===== src/rtl/pipelined_ripple_adder.sv =====
// pipelined_ripple_adder
//   Nbits-wide ripple-carry adder split into Nstages register-separated slices of
//   W = Nbits/Nstages bits each. Stage k adds operand bits [k*W +: W] with the carry
//   registered by stage k-1 (stage 0 uses cin). Results leave the last stage after
//   exactly Nstages accepted cycles. One global enable (adv) advances the whole pipe,
//   so a stalled output freezes every register, including bubbles.
//
// Parameters
//   Nbits    operand/sum width, must be a multiple of Nstages
//   Nstages  number of slices, 1..Nbits
//   signd    0: overflow = carry out of MSB; 1: two's-complement overflow
//
// Ports
//   clk        rising-edge clock
//   rst        asynchronous active-high reset
//   in_valid   a/b/cin valid this cycle
//   in_ready   block accepts a/b/cin this cycle (combinational from out_valid/out_ready)
//   a, b       operands
//   cin        carry into bit 0
//   out_valid  sum/cout/overflow valid
//   out_ready  downstream accepts the result
//   sum        a + b + cin modulo 2^Nbits
//   cout       carry out of bit Nbits-1
//   overflow   cout when signd=0, signed overflow when signd=1
module pipelined_ripple_adder #(
  parameter int unsigned Nbits   = 8,
  parameter int unsigned Nstages = 4,
  parameter bit          signd   = 1'b0
) (
  input  logic             clk,
  input  logic             rst,
  input  logic             in_valid,
  output logic             in_ready,
  input  logic [Nbits-1:0] a,
  input  logic [Nbits-1:0] b,
  input  logic             cin,
  output logic             out_valid,
  input  logic             out_ready,
  output logic [Nbits-1:0] sum,
  output logic             cout,
  output logic             overflow
);

  localparam int unsigned W    = Nbits / Nstages;
  localparam int unsigned Last = Nstages - 1;

  logic adv;

  // Per-stage registers. sum_q holds the slices produced so far at their final bit
  // positions; a_q/b_q carry the operands forward so later stages still see the
  // not-yet-added upper bits and the MSBs needed for signed overflow.
  logic [Nstages-1:0] valid_q;
  logic [Nstages-1:0] carry_q;
  logic [Nbits-1:0]   sum_q [Nstages];
  logic [Nbits-1:0]   a_q   [Nstages];
  logic [Nbits-1:0]   b_q   [Nstages];

  // Stage inputs: stage 0 takes the port values, stage k takes stage k-1's registers.
  logic [Nstages-1:0] valid_in;
  logic [Nstages-1:0] carry_in;
  logic [Nbits-1:0]   a_in   [Nstages];
  logic [Nbits-1:0]   b_in   [Nstages];
  logic [Nbits-1:0]   sum_in [Nstages];

  // Next-state for the slice adders.
  logic [Nbits-1:0]   sum_d [Nstages];
  logic [Nstages-1:0] carry_d;
  logic [W:0]         slice_tmp;

  // A stalled output holds the whole pipe, bubbles included.
  assign adv      = ~out_valid | out_ready;
  assign in_ready = adv;

  for (genvar k = 0; k < Nstages; k++) begin : g_link
    if (k == 0) begin : g_first
      assign valid_in[k] = in_valid;
      assign carry_in[k] = cin;
      assign a_in[k]     = a;
      assign b_in[k]     = b;
      assign sum_in[k]   = '0;
    end else begin : g_next
      assign valid_in[k] = valid_q[k-1];
      assign carry_in[k] = carry_q[k-1];
      assign a_in[k]     = a_q[k-1];
      assign b_in[k]     = b_q[k-1];
      assign sum_in[k]   = sum_q[k-1];
    end
  end

  // Each stage ripples only its own W-bit slice; lower slices pass through unchanged.
  always_comb begin
    slice_tmp = '0;
    carry_d   = '0;
    for (int k = 0; k < Nstages; k++) begin
      sum_d[k] = '0;
    end
    for (int k = 0; k < Nstages; k++) begin
      slice_tmp = {1'b0, a_in[k][k*W +: W]} + {1'b0, b_in[k][k*W +: W]}
                + {{W{1'b0}}, carry_in[k]};
      sum_d[k]             = sum_in[k];
      sum_d[k][k*W +: W]   = slice_tmp[W-1:0];
      carry_d[k]           = slice_tmp[W];
    end
  end

  always_ff @(posedge clk or posedge rst) begin
    if (rst) begin
      valid_q <= '0;
      carry_q <= '0;
      for (int k = 0; k < Nstages; k++) begin
        sum_q[k] <= '0;
        a_q[k]   <= '0;
        b_q[k]   <= '0;
      end
    end else if (adv) begin
      valid_q <= valid_in;
      carry_q <= carry_d;
      for (int k = 0; k < Nstages; k++) begin
        sum_q[k] <= sum_d[k];
        a_q[k]   <= a_in[k];
        b_q[k]   <= b_in[k];
      end
    end
  end

  assign out_valid = valid_q[Last];
  assign sum       = sum_q[Last];
  assign cout      = carry_q[Last];

  // Signed overflow: like-signed operands producing a result of the other sign.
  // Uses the operand MSBs carried down the pipe with the result.
  always_comb begin
    overflow = cout;
    if (signd) begin
      overflow = (a_q[Last][Nbits-1] == b_q[Last][Nbits-1]) &&
                 (sum_q[Last][Nbits-1] != a_q[Last][Nbits-1]);
    end
  end

endmodule


===== config.mk =====
export PLATFORM = sky130hd
export DESIGN_NAME = pipelined_ripple_adder
export DESIGN_NICKNAME = d
export VERILOG_FILES = /design/src/rtl/pipelined_ripple_adder.sv
export SDC_FILE = /design/constraint.sdc
export NUM_CORES = 1
export LEC_CHECK = 0
export ABC_CLOCK_PERIOD_IN_PS = 1800
export CAP_MARGIN = 20
export CORE_ASPECT_RATIO = 0.75
export CORE_UTILIZATION = 30
export CTS_BUF_LIST = sky130_fd_sc_hd__clkbuf_8 sky130_fd_sc_hd__clkbuf_16
export CTS_CLUSTER_SIZE = 30
export DETAILED_ROUTE_END_ITERATION = 16
export MAX_ROUTING_LAYER = met4
export RECOVER_POWER = 25
export SLEW_MARGIN = 40
export SYNTH_ARGS = -nofsm -noshare
export SYNTH_HDL_FRONTEND = slang
export SYNTH_SLANG_ARGS = --single-unit

===== constraint.sdc =====
create_clock -name clk -period 1.8 [get_ports clk]
set_input_delay 0.36 -clock clk [delete_from_list [all_inputs] [get_ports clk]]
set_output_delay 0.36 -clock clk [all_outputs]
set_load 0.01 [all_outputs]

==> flow_summary.json <==
{
  "path_clk_slew_ns": 0.09,
  "drc": 0,
  "layout_setup_ws_ns": 0.08204,
  "drv_slew": 0,
  "path_cells": "clkdlybuf4s50_1",
  "maxCapViolations": 0,
  "slew_headroom": 0.2316,
  "grt_usage": 0.1019,
  "synth_area_per_cell_um2": 15.86,
  "io_pins": 33,
  "critPathLaunchType": "flip-flop",
  "rr_endpoint": "sum[7]",
  "initial_core_util": 0.3179,
  "synth-seq-area-share": 0.5434,
  "gp_congestion": 0.6445,
  "area_growth_pct": 21.37,
  "finalInstanceArea_mm2": 0.002907,
  "critPathMaxStageDelay_ns": 0.57,
  "comb_power_share": 0.386,
  "cts_resized": 2,
  "syn_inst": 151,
  "ctsHoldBuffers": 0,
  "pre_cts_slack_ns": -0.1845,
  "layout.nets": 216,
  "rsz0062_at_grt": "no",
  "antenna_cells": 0,
  "routed_wire_length_per_instance_um": 12.61,
  "cp.depth": 1,
  "cts_tree": "yes",
  "crit_arrival_ns": 1.36,
  "power_density_mw_per_mm2": 1585,
  "cp.buffers_inverters": 1,
  "coreArea_mm2": 0.007533,
  "ys_seq_elements": 52,
  "r2r_cells": 4,
  "clock_sinks": 52,
  "yosysUniqueCellTypes": 13,
  "finalSetupViolations": 0,
  "p_sw_frac": 0.2846,
  "end_kind": "output pin",
  "vias": 1163,
  "endpoint": "out_valid",
  "crit_start": "valid_q[3]",
  "hold_path_depth": 1,
  "cts-htree-levels": 2,
  "fmax_ghz": 0.5821,
  "worst_ep_required_time_ns": 1.44,
  "outcome": "finished, final reports clean",
  "cts_buffers": 5,
  "layout-drive-gt1-share": 0.2872,
  "ant_nets": 0,
  "p_sw_mw": 1.311,
  "antenna_found_initial": 0,
  "fin_worst_skew_ns": 0.005532,
  "cts_buffer_depth": 2,
  "grt_first_pass_wirelength_um": 6230,
  "holdWs_ns": 0.4798,
  "portBuffers": 32,
  "yosysWarnings": 0,
  "syn-cell-area_mm2": 0.002395,
  "p_seq_frac": 0.430,
  "finalHoldViolCount": 0,
  "num_rows": 27,
  "power.leakage_nw": 1.365,
  "design.die.area_mm2": 0.008347,
  "die_h_um": 79.38,
  "dr.pass1.iters": 2,
  "via_per_inst": 4.024,
  "criticalPathCategory": "flip-flop to output pin",
  "dr.first_iter.drc_count": 44,
  "root_buffer": "clkbuf_8",
  "grt_max_degree": 53,
  "cp_top_family": "buffers and inverters",
  "tightest_slew_ns": 1.153,
  "ir_worst_vdd_uv": 476.7,
  "wirelength_um": 3644,
  "rr_startpoint": "carry_q[2]",
  "die-width_um": 105.2,
  "pwr-share-clk": 0.184,
  "grt-ovfl-total": 0,
  "slowest_stage": "clkdlybuf4s50_1",
  "grt_pass1_vias": 1252,
  "syn_nets": 180,
  "insertion_delay_ns": 0.30,
  "finalCriticalPeriod_ns": 1.718,
  "place_area_mm2": 0.002795,
  "dp_hpwl_um": 2481,
  "regToRegSetupSlack_ns": 0.27,
  "p_int_mw": 3.297,
  "min-delay-path-class": "flip-flop to flip-flop",
  "period_share": 0.9544,
  "postCtsSetupBuffers": 0,
  "cp_max_fo": 11
}
[worst min-delay path by stage]
stage / from / to / slack [ns]
after floorplan: valid_q[2] / valid_q[3] / 0.43
after global placement: valid_q[2] / valid_q[3] / 0.45
after detailed placement: valid_q[2] / valid_q[3] / 0.46
after CTS: rst / sum[3] / 0.44
after global routing: valid_q[2] / valid_q[3] / 0.51
final: valid_q[2] / valid_q[3] / 0.48
[kinds of logic after synthesis]
| group | synth area share |
|---|---|
| mux | 0.2508 |
| simple gates | 0.03657 |
| flops | 0.5434 |
| compound gates | 0.01881 |
| fa+ha+maj | 0.06687 |
| buf+inv | 0.08360 |
[cells in the mapped netlist]
master	number	area, um^2
inv_1	21	78.83
dfrtp_1	52	1301
nand2b_4	1	13.76
fa_1	8	160.2
buf_4	1	7.510
a21oi_1	9	45.04
buf_12	4	80.08
mux2i_1	3	30.03
mux2_2	4	45.04
nor3b_1	9	67.56
nand2b_1	1	6.260
mux2_4	35	525.5
buf_6	3	33.78
[sequential cells by signal (all words and copies together) (netlist names)]
name	count
a_in	12
sum_d	12
carry_q	4
sum	8
b_in	12
valid_q	4
[final cells by class]
| cell class | count | area, um^2 |
|---|---|---|
| Timing Repair Buffer | 37 | 379.1 |
| Multi-Input combinational cell | 70 | 893.4 |
| Inverter | 21 | 78.83 |
| Fill cell | 704 | 4627 |
| Clock inverter | 1 | 30.03 |
| Tap cell | 101 | 126.4 |
| Clock buffer | 7 | 96.34 |
| Sequential cell | 52 | 1303 |
[layout by cell type (no fill, tap or decap)]
master,netlist,routed
mux2_4,35,35
nand2b_4,1,1
clkbuf_8,0,7
buf_4,1,2
mux2_2,4,4
dfrtp_1,52,51
a21oi_1,9,9
clkdlybuf4s50_1,0,31
mux2i_1,3,3
fa_1,8,8
buf_12,4,2
buf_2,0,1
bufinv_16,0,1
dfrtp_2,0,1
inv_1,21,20
dlygate4sd2_1,0,1
nand2b_1,1,1
clkinv_1,0,1
nor3b_1,9,9
[routing by layer]
metal | vias up | routed length, um | GRT usage
met5 | - | 0 | -
met4 | 0 | 46 | 0.04225
met2 | 26 | 1437 | 0.1391
met1 | 568 | 1978 | 0.1411
met3 | 5 | 181 | 0.02939
li1 | 564 | - | -
[through the flow]
stage | total power [mW] | utilization | instances | TNS [ns]
6_report | 4.608 | 0.3858 | 289 | 0
5_1_grt | 4.938 | 0.3858 | 289 | 0
4_1_cts | 4.688 | 0.3878 | 289 | 0
3_5_place_dp | 3.826 | 0.3710 | 281 | -0.6357
3_3_place_gp | 3.760 | 0.3710 | 281 | -0.6276
2_1_floorplan | 3.302 | - | 151 | 0
[power by group through the flow]
stage                     Combinational [mW]  Sequential, mW  Clock (mW)
after global placement                  1.77            1.99           0
after floorplan                         1.34            1.96           0
after global routing                    1.95            2.06       0.930
final                                   1.78            1.98       0.850
after CTS                               1.81            1.99       0.885
after detailed placement                1.82            2.01           0
(Power assumes the default switching activity.)
